--- config.mk ---
export PLATFORM = sky130hd
export DESIGN_NAME = tlb_cp0_ctrl
export DESIGN_NICKNAME = d
export VERILOG_FILES = /design/src/rtl/tlb_cp0_ctrl.sv
export SDC_FILE = /design/constraint.sdc
export NUM_CORES = 1
export LEC_CHECK = 0
export BUFFER_PORTS_ARGS = -buffer_cell sky130_fd_sc_hd__buf_2
export CORE_AREA = 3 3 168 170
export CTS_CLUSTER_SIZE = 10
export DETAILED_ROUTE_END_ITERATION = 8
export DIE_AREA = 0 0 171 173
export GPL_ROUTABILITY_DRIVEN = 0
export PLACE_DENSITY_LB_ADDON = 0.15
export SETUP_SLACK_MARGIN = 0.02
export SLEW_MARGIN = 40
export SYNTH_ARGS = -nofsm -noshare
export SYNTH_HDL_FRONTEND = slang
export SYNTH_SLANG_ARGS = --single-unit
--- constraint.sdc ---
create_clock -name clk -period 4.14 [get_ports clk]
set_clock_uncertainty 0.1 [all_clocks]
set_input_delay 0.414 -clock clk [delete_from_list [all_inputs] [get_ports clk]]
set_output_delay 0.414 -clock clk [all_outputs]
set_load 0.03 [all_outputs]
--- src/rtl/tlb_cp0_ctrl.sv ---
// +--------------------------------------------------------------------+
// | tlb_cp0_ctrl : CP0 TLB register file and TLBR/TLBWI/TLBWR/TLBP     |
// | sequencer.  Revision: 1.0                                          |
// +--------------------------------------------------------------------+
`default_nettype none

module tlb_cp0_ctrl #(
   parameter int TLB_NUM = 16
) (
   input  logic         clk,
   input  logic         rst,
   input  logic         op_valid_i,
   input  logic [1:0]   op_type_i,
   output logic         op_ready_o,
   output logic         op_done_o,
   input  logic         mtc0_we_i,
   input  logic [4:0]   mtc0_addr_i,
   input  logic [31:0]  mtc0_wdata_i,
   input  logic [4:0]   mfc0_addr_i,
   output logic [31:0]  mfc0_rdata_o,
   output logic         tlb_write_index_o,
   output logic         tlb_write_random_o,
   output logic [191:0] cp0_tlb_bus_o,
   input  logic [159:0] tlb_cp0_bus_i
);

   localparam int c_IW = $clog2(TLB_NUM);
   localparam logic [c_IW-1:0] c_RAND_MAX = c_IW'(TLB_NUM - 1);

   localparam logic [1:0] c_S_IDLE = 2'd0;
   localparam logic [1:0] c_S_EXEC = 2'd1;
   localparam logic [1:0] c_S_DONE = 2'd2;

   localparam logic [1:0] c_OP_TLBR  = 2'b00;
   localparam logic [1:0] c_OP_TLBWI = 2'b01;
   localparam logic [1:0] c_OP_TLBWR = 2'b10;
   localparam logic [1:0] c_OP_TLBP  = 2'b11;

   logic [1:0]      r_state;
   logic [1:0]      r_op;
   logic            r_index_p;
   logic [c_IW-1:0] r_index_idx;
   logic [c_IW-1:0] r_random;
   logic [c_IW-1:0] r_wired;
   logic [25:0]     r_entrylo0;
   logic [25:0]     r_entrylo1;
   logic [18:0]     r_vpn2;
   logic [7:0]      r_asid;

   logic            w_idle;
   logic            w_accept;
   logic            w_mtc0;
   logic            w_wired_wr;
   logic            w_exec_tlbr;
   logic            w_exec_tlbp;
   logic [c_IW-1:0] w_random_next;
   logic [31:0]     w_index_reg;
   logic [31:0]     w_random_reg;
   logic [31:0]     w_entrylo0_reg;
   logic [31:0]     w_entrylo1_reg;
   logic [31:0]     w_entryhi_reg;
   logic [31:0]     w_wired_reg;
   logic            w_unused;

   assign w_idle      = (r_state == c_S_IDLE);
   assign w_accept    = op_valid_i & w_idle;
   assign w_mtc0      = mtc0_we_i & w_idle;
   assign w_wired_wr  = w_mtc0 & (mtc0_addr_i == 5'd6);
   assign w_exec_tlbr = (r_state == c_S_EXEC) & (r_op == c_OP_TLBR);
   assign w_exec_tlbp = (r_state == c_S_EXEC) & (r_op == c_OP_TLBP);

   // Random counts down towards Wired, then wraps to the top entry.
   assign w_random_next = ((r_random == r_wired) || (r_wired == c_RAND_MAX))
                          ? c_RAND_MAX : (r_random - 1'b1);

   always_ff @(posedge clk) begin
      if (rst) begin
         r_state <= c_S_IDLE;
         r_op    <= c_OP_TLBR;
      end else begin
         case (r_state)
            c_S_IDLE: begin
               if (w_accept) begin
                  r_state <= c_S_EXEC;
                  r_op    <= op_type_i;
               end
            end
            c_S_EXEC: r_state <= c_S_DONE;
            default:  r_state <= c_S_IDLE;
         endcase
      end
   end

   always_ff @(posedge clk) begin
      if (rst) begin
         r_random <= c_RAND_MAX;
         r_wired  <= '0;
      end else if (w_wired_wr) begin
         r_wired  <= mtc0_wdata_i[c_IW-1:0];
         r_random <= c_RAND_MAX;
      end else if (w_idle && !w_accept) begin
         r_random <= w_random_next;
      end
   end

   // MTC0 is only honoured in IDLE, so it can never collide with an EXEC capture.
   always_ff @(posedge clk) begin
      if (rst) begin
         r_index_p   <= 1'b0;
         r_index_idx <= '0;
         r_entrylo0  <= '0;
         r_entrylo1  <= '0;
         r_vpn2      <= '0;
         r_asid      <= '0;
      end else if (w_mtc0) begin
         case (mtc0_addr_i)
            5'd0:  r_index_idx <= mtc0_wdata_i[c_IW-1:0];
            5'd2:  r_entrylo0  <= mtc0_wdata_i[25:0];
            5'd3:  r_entrylo1  <= mtc0_wdata_i[25:0];
            5'd10: begin
               r_vpn2 <= mtc0_wdata_i[31:13];
               r_asid <= mtc0_wdata_i[7:0];
            end
            default: ;
         endcase
      end else if (w_exec_tlbr) begin
         r_vpn2     <= tlb_cp0_bus_i[95:77];
         r_asid     <= tlb_cp0_bus_i[71:64];
         r_entrylo0 <= tlb_cp0_bus_i[121:96];
         r_entrylo1 <= tlb_cp0_bus_i[153:128];
      end else if (w_exec_tlbp) begin
         r_index_p   <= tlb_cp0_bus_i[31];
         r_index_idx <= tlb_cp0_bus_i[c_IW-1:0];
      end
   end

   assign w_index_reg    = {r_index_p, {(31-c_IW){1'b0}}, r_index_idx};
   assign w_random_reg   = {{(32-c_IW){1'b0}}, r_random};
   assign w_wired_reg    = {{(32-c_IW){1'b0}}, r_wired};
   assign w_entrylo0_reg = {6'b0, r_entrylo0};
   assign w_entrylo1_reg = {6'b0, r_entrylo1};
   assign w_entryhi_reg  = {r_vpn2, 5'b0, r_asid};

   always_comb begin
      mfc0_rdata_o = 32'd0;
      case (mfc0_addr_i)
         5'd0:    mfc0_rdata_o = w_index_reg;
         5'd1:    mfc0_rdata_o = w_random_reg;
         5'd2:    mfc0_rdata_o = w_entrylo0_reg;
         5'd3:    mfc0_rdata_o = w_entrylo1_reg;
         5'd6:    mfc0_rdata_o = w_wired_reg;
         5'd10:   mfc0_rdata_o = w_entryhi_reg;
         default: mfc0_rdata_o = 32'd0;
      endcase
   end

   assign cp0_tlb_bus_o = {w_random_reg, w_entrylo1_reg, w_entrylo0_reg,
                           w_entryhi_reg, 32'd0, w_index_reg};

   assign op_ready_o         = w_idle;
   assign op_done_o          = (r_state == c_S_DONE);
   assign tlb_write_index_o  = (r_state == c_S_EXEC) & (r_op == c_OP_TLBWI);
   assign tlb_write_random_o = (r_state == c_S_EXEC) & (r_op == c_OP_TLBWR);

   // Returned-bus fields that have no writable home in this register set.
   assign w_unused = ^{tlb_cp0_bus_i[159:154], tlb_cp0_bus_i[127:122],
                       tlb_cp0_bus_i[76:72], tlb_cp0_bus_i[63:32],
                       tlb_cp0_bus_i[30:c_IW]};

endmodule

`default_nettype wire

==> metrics.md, run 1 <==
| Metric | Value |
|---|---|
| Starting Density | 20.35% |
| Worst R2R Setup Slack | 1.63 ns |
| Core ar. | 0.02688 mm^2 |
| Root Buffer | clkbuf_16 |
| Clk buf depth | 2 |
| Worst-Skew Late Latency | 0.35 ns |
| Worst reg2reg path startpoint | r_state[0]$_SDFFE_PP0N_ |
| Status | complete, no violations |
| Final min period | a little under 3 ns |
| Max cap viols | 0 |
| Hold endpoint | r_index_p$_SDFFE_PP0P_ |
| Rel. slew slack | between 40% and 50% |
| Hold WC Path Type | input port to flip-flop |
| EDFF count, synth | 0 |
| Worst reg2reg path depth | 5 |
| Fin Setup TNS | 0 ns |
| Worst Path Max Fanout | 20 |
| Synth Warn # | 0 |
| Worst hold path depth | 3 |
| Largest net degree at the start of global routing | 84 |
| Num Clock Sinks | 96 |
| # hold bufs at CTS | 0 |
| Synth top area share | around a third |
| H-tree depth | 3 |
| Main area contributors after synthesis | dfxtp_1 35%, buf_4 15%, a211oi_1 8.8% |
| Asr flop ratio synth | 0% |
| Wire per inst | approximately 18 um |
| RSZ-0062 raised after global routing | no |
| Netlist Area Pre-Place | 0.005470 mm^2 |
| Number of core rows | 60 |
| Cells after synthesis | 670 |
| Final hold vios | 0 |
| Drt pass-1 iters | 7 |
| Worst setup SP type | input port |
| Dominant cell type by area after synthesis | dfxtp_1 |
| Critical Path RT | roughly 3.6 ns |
| Residual DRC count | 0 |
| Die ar. | between 0.02 and 0.03 mm^2 |
| Final period util | 69.62% |
| Total CTS buffers | 9 |
| Total via count in the routed design | 5487 |
| Crit path capture type | output port |
| Clock slew at reported path FFs | 0.07 ns |
| Most frequent cell after synthesis | buf_4 |
| Routed Antenna Nets | 0 |
| LEAKAGE | 3.468 nW |
| Flops & latches, synth | 96 |
| Hold path startpoint | tlb_cp0_bus_i[31] |
| Port bufs | 255 |
| VDD IR max | approximately 220 uV |
| Antenna violations before repair | 4 |
| Setup Viol. Count Final | 0 |
| Dpl hpwl | 16310 um |
| Worst-Margin Slew | 0.8343 ns |
| Crit path DAT | around 2.4 ns |
| Synth unique cells | 45 |
| Global Route Usage Sum | 14.17% |
| Post-synth top cells | 107 x buf_4, 96 x dfxtp_1, 91 x nor2_1 |
| CP Class | input port to output port |
| Setup Fix Bufs, Post-CTS | 0 |
| P&R area growth vs syn | 28.84% |
| Ys flop type | dfxtp_1 |
| Total chip power | 2.682 mW |
| FMAX | 347.0 MHz |
| Layout cell share with drive strength beyond 1 | between 30 and 40% |
| Die width | 171 um |
| WL final | 22370 um |
| Die Y | about 170 um |
| I/O pins | 436 |
| GRT overflow | 0 |
| PwrDens | around 380 mW/mm^2 |
| Initial DRC Count | 330 |
| RR Endpoint | r_random[3]$_SDFFE_PP1P_ |
| Vias in the first global route | 5189 |
| Mapped Avg Cell Area | 8.165 um^2 |
| Seq/Total Area, Yosys | between 30% and 40% |
| First-pass GRT wire length | 32380 um |
| CTS tree | yes |
| Final layout net count | 1107 |
| Final Max Slew Viols | 0 |
| Post-cts sizing count | 0 |
| Via density | 4.411 |
-- layer usage --
metal / global-route usage, % / vias to the layer above / wire [um]
met5: 0 / - / 34
met4: 3.085 / 6 / 201
met3: 2.583 / 17 / 1454
met2: 25.23 / 226 / 11260
met1: 17.71 / 2565 / 9420
li1: - / 2673 / -
-- worst max-delay path: stages --
cell and delay (ns):
buf_2 0.15, or3b_2 0.54, nor3b_4 0.40, buf_4 0.39, a222oi_1 0.17, inv_1 0.08, buf_2 0.19
-- cell usage in the layout (no fill, tap or decap), types with 2 or more instances in the layout --
master	count
buf_2	254
conb_1	104
dfxtp_1	96
nor2_1	90
a21oi_1	75
a211oi_1	64
nand2_1	26
inv_1	23
a222oi_1	21
and3_1	21
nand3_1	16
a311oi_1	16
buf_4	13
clkbuf_16	9
and2_1	6
a22o_1	5
mux2i_1	5
mux2_2	4
a22oi_1	4
xor2_1	4
o41ai_4	3
a211oi_2	3
nand4_1	3
o21ai_0	3
nor3b_1	2
nor4bb_1	2
or2_2	2
bufinv_16	2
-- layout make-up --
cell class	instances	area [um^2]
fill	3019	19830
multi-input combinational	500	2912
sequential	96	1922
timing repair buffer	268	1389
tap	341	426.7
clock buffer	10	229.0
inverter	23	86.33
clock inverter	5	81.33
antenna	1	2.502
-- stage by stage --
| step | hold slack, ns | instance area, um^2 | setup slack [ns] | std cells | util [%] |
|---|---|---|---|---|---|
| after floorplan | 0.3778 | 5857 | 1.697 | 773 | - |
| after CTS | 0.1883 | 7046 | 1.231 | 1243 | 26.22 |
| after detailed placement | 0.4078 | 6735 | 1.240 | 1228 | 25.06 |
| final | 0.2088 | 7048 | 1.258 | 1244 | 26.22 |
| after global routing | 0.1964 | 7046 | 1.120 | 1243 | 26.22 |
| after global placement | 0.4001 | 6695 | 1.238 | 1227 | 24.91 |
-- where the power goes --
group / internal (mW) / total [mW] / switching, mW
Clock: 0.529 / 0.918 / 0.390
Combinational: 0.197 / 0.711 / 0.515
Sequential: 0.990 / 1.05 / 0.0627
-- how the worst max path moves through the flow --
stage / startpoint / to / slack [ns] / cells after the start
5_1_grt: mfc0_addr_i[0] / mfc0_rdata_o[24] / 1.12 / 7
2_1_floorplan: mfc0_addr_i[4] / mfc0_rdata_o[0] / 1.70 / 5
3_3_place_gp: mfc0_addr_i[0] / mfc0_rdata_o[24] / 1.24 / 7
3_5_place_dp: mfc0_addr_i[0] / mfc0_rdata_o[3] / 1.24 / 7
4_1_cts: mfc0_addr_i[0] / mfc0_rdata_o[24] / 1.23 / 7
6_report: mfc0_addr_i[0] / mfc0_rdata_o[24] / 1.26 / 7
-- registers in the layout, indices dropped and copies added, names as in the netlist --
signal,cells
r_random,4
r_asid,8
r_index_p,1
r_state,2
r_entrylo0,26
r_op,2
r_entrylo1,26
r_vpn2,19
r_wired,4
r_index_idx,4
-- cell families (layout without fill, tap and decap cells) --
group	after synthesis	in the layout	synth area share (%)
AO/OA/AOI/OAI	198	198	26.42
AND/OR/NAND/NOR	184	184	16.03
buffers and inverters	177	306	19.74
flip-flops	96	96	35.13
multiplexers	9	9	1.738
XOR/XNOR	4	4	0.6404
adder cells (fa/ha/maj)	1	1	0.2287
other	1	105	0.06855
(Power assumes the default switching activity.)
==> run 2: changes to the inputs <==
clock period = 2.4 ns   (was 4.14 ns; I/O delays follow)
==> metrics.md, run 2 (same netlist as run 1, synthesis figures left out) <==
| Metric | Value |
|---|---|
| Status | complete, no violations (unchanged) |
| Drt pass-1 iters | 4 (was 7) |
| Worst R2R Setup Slack | 0.23 ns (was 1.63 ns) |
| Post-cts sizing count | 0 (unchanged) |
| Initial DRC Count | 314 (was 330) |
| Total via count in the routed design | 5526 (was 5487) |
| Worst hold path depth | 3 (unchanged) |
| Most frequent cells in the layout | 254 x buf_2, 104 x conb_1, 96 x dfxtp_1, 90 x nor2_1, 75 x a21oi_1 (unchanged) |
| Via density | 4.417 (was 4.411) |
| Fin Setup TNS | 0 ns (unchanged) |
| CTS tree | yes (unchanged) |
| Die ar. | 0.02958 mm^2 (unchanged) |
| LEAKAGE | 3.521 nW (was 3.468 nW) |
| Global Route Usage Sum | 14.27% (was 14.17%) |
| Crit path capture type | flip-flop (was output port) |
| Rel. slew slack | 57.60% (was 43.66%) |
| Crit path DAT | 2.32 ns (was 2.37 ns) |
| GRT overflow | 0 (unchanged) |
| Setup Viol. Count Final | 0 (unchanged) |
| First-pass GRT wire length | 32690 um (was 32380 um) |
| PwrDens | 637.3 mW/mm^2 (was 380.5 mW/mm^2) |
| Worst reg2reg path depth | 5 (unchanged) |
| Clock slew at reported path FFs | 0.08 ns (was 0.07 ns) |
| Dpl hpwl | 16360 um (was 16310 um) |
| Register Area | 0.001922 mm^2 (unchanged) |
| P&R area growth vs syn | 30.88% (was 28.84%) |
| Final hold slack | 0.01826 ns (was 0.2088 ns) |
| VDD IR max | 258.2 uV (was 217.8 uV) |
| Antenna violations before repair | 1 (was 4) |
| Worst-Skew Late Latency | 0.34 ns (was 0.35 ns) |
| Worst reg2reg path startpoint | r_state[0]$_SDFFE_PP0N_ (unchanged) |
| Layout cell share with drive strength beyond 1 | 34.07% (was 33.59%) |
| Max cap viols | 0 (unchanged) |
| WL final | 22250 um (was 22370 um) |
| DP Area | 0.006855 mm^2 (was 0.006735 mm^2) |
| Hold WC Path Type | input port to flip-flop (unchanged) |
| H-tree depth | 3 (unchanged) |
| Number of core rows | 60 (unchanged) |
| FILL cells | 3037 (was 3019) |
| Clk buf depth | 2 (unchanged) |
| I/O pins | 436 (unchanged) |
| Final layout net count | 1114 (was 1107) |
| Final min period | 2.167 ns |
| Num Clock Sinks | 96 (unchanged) |
| Routed Antenna Nets | 0 (unchanged) |
| Vias in the first global route | 5289 (was 5189) |
| Final Cell Area | 0.007159 mm^2 (was 0.007048 mm^2) |
| Port bufs | 255 (unchanged) |
| Setup Fix Bufs, Post-CTS | 0 (unchanged) |
| Residual DRC count | 0 (unchanged) |
| CP startpoint | r_state[0]$_SDFFE_PP0N_ (was mfc0_addr_i[0]) |
| RR Endpoint | r_entrylo1[3]$_SDFFE_PP0P_ (was r_random[3]$_SDFFE_PP1P_) |
| Total CTS buffers | 9 (unchanged) |
| Most common library cell in the layout ignoring fill and taps | buf_2 (unchanged) |
| Root Buffer | clkbuf_16 (unchanged) |
| Die width | 171 um (unchanged) |
| Final hold vios | 0 (unchanged) |
| FMAX | 461.5 MHz |
| Final period util | 90.29% |
| # diodes | 0 (was 1) |
| Die Y | 173 um (unchanged) |
| Critical Path RT | 2.56 ns (was 3.63 ns) |
| Core ar. | 0.02688 mm^2 (unchanged) |
| Final Max Slew Viols | 0 (unchanged) |
| Worst-Margin Slew | 0.6360 ns (was 0.8343 ns) |
| Worst Path Max Fanout | 24 (was 20) |
| CP endpoint | r_entrylo1[3]$_SDFFE_PP0P_ (was mfc0_rdata_o[24]) |
| Largest net degree at the start of global routing | 84 (unchanged) |
| Multi-input logic area | 0.002899 mm^2 (was 0.002912 mm^2) |
| Regs by FF count | r_entrylo0 (26), r_entrylo1 (26), r_vpn2 (19) (unchanged) |
| CP Class | flip-flop to flip-flop (was input port to output port) |
| # hold bufs at CTS | 0 (unchanged) |
| Starting Density | 20.35% (unchanged) |
| Worst setup SP type | flip-flop (was input port) |
| RSZ-0062 raised after global routing | no (unchanged) |
| Wire per inst | 17.79 um (was 17.98 um) |
run 2: where the power goes:
| group | switching [mW] | internal [mW] |
|---|---|---|
| clock | 0.682 | 0.814 |
| sequential | 0.111 | 1.71 |
| combinational | 0.889 | 0.359 |
run 2: worst min-delay path by stage:
stage,from,to
global route,tlb_cp0_bus_i[31],r_index_p$_SDFFE_PP0P_
CTS,tlb_cp0_bus_i[31],r_index_p$_SDFFE_PP0P_
detailed placement,tlb_cp0_bus_i[31],r_index_p$_SDFFE_PP0P_
floorplan,rst,r_random[1]$_SDFFE_PP1P_
global placement,tlb_cp0_bus_i[31],r_index_p$_SDFFE_PP0P_
finish,tlb_cp0_bus_i[31],r_index_p$_SDFFE_PP0P_
run 2: layout make-up:
type	count	share of cell area (%)
clock inverter	6	0.9437
inverter	23	1.206
sequential	96	26.84
tap	341	5.959
clock buffer	10	3.198
multi-input combinational	500	40.49
timing repair buffer	275	21.36
run 2: per-stage QoR:
stage / util [%] / setup WS [ns] / std cells / power (mW)
final: 26.64 / 0.2331 / 1251 / 4.563
after global routing: 26.64 / 0.06429 / 1251 / 4.810
after CTS: 26.61 / 0.2240 / 1251 / 4.658
after detailed placement: 25.51 / 0.2286 / 1235 / 3.111
after global placement: 25.51 / 0.2374 / 1235 / 3.111
after floorplan: - / 0.3049 / 773 / 2.804
run 2: metal layers:
layer / global-route usage (%) / part of all wire (%)
met2: 24.53 / 49
met4: 4.058 / 1.3
met3: 2.263 / 6.1
met1: 18.39 / 43
met5: 0 / 0.031
run 2: critical path, stage by stage, from the launching register on:
cell and delay, ns:
dfxtp_1 0.56, or4b_1 0.64, o41ai_4 0.13, buf_4 0.36
nor2_1 0.07, a211oi_1 0.21
==> run 3: changes to the inputs <==
CELL_PAD_IN_SITES_DETAIL_PLACEMENT = 1   (was unset)
CELL_PAD_IN_SITES_GLOBAL_PLACEMENT = 2   (was unset)
CORE_AREA = 3 3 179 181   (was 3 3 168 170)
CTS_BUF_LIST = sky130_fd_sc_hd__clkbuf_8   (was unset)
DIE_AREA = 0 0 182 184   (was 0 0 171 173)
==> metrics.md, run 3 (same netlist as run 1, synthesis figures left out) <==
| Metric | Value |
|---|---|
| First-pass GRT wire length | 36710 um (was 32690 um) |
| Final min period | 2.200 ns (was 2.167 ns) |
| H-tree depth | 3 (unchanged) |
| PwrDens | 565.4 mW/mm^2 (was 637.3 mW/mm^2) |
| Regs by FF count | r_entrylo0 (26), r_entrylo1 (26), r_vpn2 (19) (unchanged) |
| GRT overflow | 0 (unchanged) |
| Cells after DPL | 1302 (was 1235) |
| Crit path largest cell delay | 0.57 ns (was 0.64 ns) |
| Wire per inst | 18.93 um (was 17.79 um) |
| WL final | 25440 um (was 22250 um) |
| Routed Antenna Nets | 0 (unchanged) |
| Crit path DAT | 1.86 ns (was 2.32 ns) |
| Met1 Use GR | 18.46% (was 18.39%) |
| Clock slew at reported path FFs | 0.11 ns (was 0.08 ns) |
| Root Buffer | clkbuf_8 (was clkbuf_16) |
| FMAX | 454.6 MHz (was 461.5 MHz) |
| Vias in the first global route | 5752 (was 5289) |
| Die Y | 184 um (was 173 um) |
| Port bufs | 255 (unchanged) |
| Core ar. | 0.03059 mm^2 (was 0.02688 mm^2) |
| Most frequent cells in the layout | 254 x buf_2, 104 x conb_1, 96 x dfxtp_1, 90 x nor2_1, 75 x a21oi_1 (unchanged) |
| Final Cell Area | 0.007456 mm^2 (was 0.007159 mm^2) |
| Global Route Usage Sum | 14.34% (was 14.27%) |
| Antenna violations before repair | 2 (was 1) |
| Num Clock Sinks | 96 (unchanged) |
| Clk buf depth | 2 (unchanged) |
| Max cap viols | 0 (unchanged) |
| Final period util | 91.65% (was 90.29%) |
| Total CTS buffers | 9 (unchanged) |
| Cell mode on critical path | buf_2 |
| Worst-Skew Late Latency | 0.38 ns (was 0.34 ns) |
| Busiest grt layer | met2 (unchanged) |
| Setup Viol. Count Final | 0 (unchanged) |
| Via density | 4.242 (was 4.417) |
| Multi-input logic area | 0.002892 mm^2 (was 0.002899 mm^2) |
| Dpl ws | 0.1597 ns (was 0.2286 ns) |
| Die width | 182 um (was 171 um) |
| Largest net degree at the start of global routing | 57 (was 84) |
| DP Area | 0.007030 mm^2 (was 0.006855 mm^2) |
| Layout cell share with drive strength beyond 1 | 34.21% (was 34.07%) |
| Rel. slew slack | 52.08% (was 57.60%) |
| Crit path capture type | output port (was flip-flop) |
| Number of core rows | 64 (was 60) |
| Critical Path RT | 2.06 ns (was 2.56 ns) |
| Drt pass-1 iters | 5 (was 4) |
| GRT met2 Usage | 25.18% (was 24.53%) |
| Dpl hpwl | 18850 um (was 16360 um) |
| Met3 usage | 2.236% (was 2.263%) |
| Residual DRC count | 0 (unchanged) |
| Post-cts sizing count | 0 (unchanged) |
| Final hold vios | 0 (unchanged) |
| Worst Path Max Fanout | 21 (was 24) |
| Worst-path cell chain | buf_2 > or3b_2 > nor3b_4 > buf_12 > a22oi_1 > nand2_1 > buf_2 (was or4b_1 > o41ai_4 > buf_4 > nor2_1 > a211oi_1) |
| VDD IR max | 245.9 uV (was 258.2 uV) |
| CTS tree | yes (unchanged) |
| Most common library cell in the layout ignoring fill and taps | buf_2 (unchanged) |
| I/O pins | 436 (unchanged) |
| CP Class | input port to output port (was flip-flop to flip-flop) |
| FILL cells | 3762 (was 3037) |
| RSZ-0062 raised after global routing | no (unchanged) |
| Final Max Slew Viols | 0 (unchanged) |
| Starting Density | 17.88% (was 20.35%) |
| Final layout net count | 1151 (was 1114) |
| Initial DRC Count | 300 (was 314) |
| Die ar. | 0.03349 mm^2 (was 0.02958 mm^2) |
| Total via count in the routed design | 5701 (was 5526) |
| Status | complete, no violations (unchanged) |
| Worst-Margin Slew | 0.7188 ns (was 0.6360 ns) |
| Critical path's slowest cell | or3b_2 (was or4b_1) |
| Final worst setup slack | 0.2004 ns (was 0.2331 ns) |
| P&R area growth vs syn | 36.30% (was 30.88%) |
| Hold WC Path Type | input port to flip-flop (unchanged) |
| LEAKAGE | 3.632 nW (was 3.521 nW) |
| Register Area | 0.001922 mm^2 (unchanged) |
| Non-filler instance count after layout | 1344 (was 1251) |
| Worst setup SP type | input port (was flip-flop) |
[run 3: area by class of cell]
cell class,instances,area share [%]
Sequential cell,96,25.78
Multi-Input combinational cell,500,38.78
Timing Repair Buffer,312,25.19
Clock inverter,7,0.7552
Tap cell,396,6.645
Clock buffer,9,1.661
Antenna cell,1,0.03356
Inverter,23,1.158
[run 3: critical path: cells and delay by family]
kind | cells | cell delay (ns)
compound gates | 1 | 0.12
buf+inv | 3 | 0.55
simple gates | 3 | 0.96
[run 3: power by group]
| part | switching [mW] | internal [mW] |
|---|---|---|
| registers | 0.103 | 1.71 |
| logic | 0.923 | 0.404 |
| clock network | 0.688 | 0.390 |
| total | 1.71 | 2.50 |
[run 3: per-stage QoR]
step | setup TNS [ns] | total power [mW] | util, % | hold slack (ns)
after detailed placement | 0 | 3.160 | 22.98 | 0.3870
after CTS | 0 | 4.306 | 24.29 | 0.009529
final | 0 | 4.215 | 24.37 | 0.05201
after global placement | -2.379 | 3.147 | 22.92 | 0.3809
after floorplan | 0 | 2.804 | - | 0.2559
after global routing | 0 | 4.489 | 24.37 | 0.03259
[run 3: layer usage]
| metal | routed length (um) | share of wire [%] | vias to the layer above |
|---|---|---|---|
| met1 | 11160 | 44 | 2706 |
| met4 | 299 | 1.2 | 0 |
| met2 | 12620 | 50 | 222 |
| met3 | 1365 | 5.4 | 15 |
| li1 | - | - | 2758 |
| met5 | 0 | 0 | - |
[run 3: worst paths after layout]
| kind | cells after the start | to | from | slack [ns] |
|---|---|---|---|---|
| max | 7 | mfc0_rdata_o[0] | mfc0_addr_i[4] | 0.20 |
| min | 3 | r_vpn2[14]$_SDFFE_PP0P_ | mtc0_wdata_i[27] | 0.05 |
| max reg2reg | 6 | r_entrylo0[9]$_SDFFE_PP0P_ | r_state[0]$_SDFFE_PP0N_ | 0.24 |
| min reg2reg | 2 | r_entrylo1[5]$_SDFFE_PP0P_ | r_entrylo1[5]$_SDFFE_PP0P_ | 0.43 |
[run 3: timing repair]
item / in CTS / in global routing
setup endpoints to repair: 0 / 1
hold buffers: 22 / 0
setup buffers: 0 / 3
endpoints found under the hold margin: 22 / 0
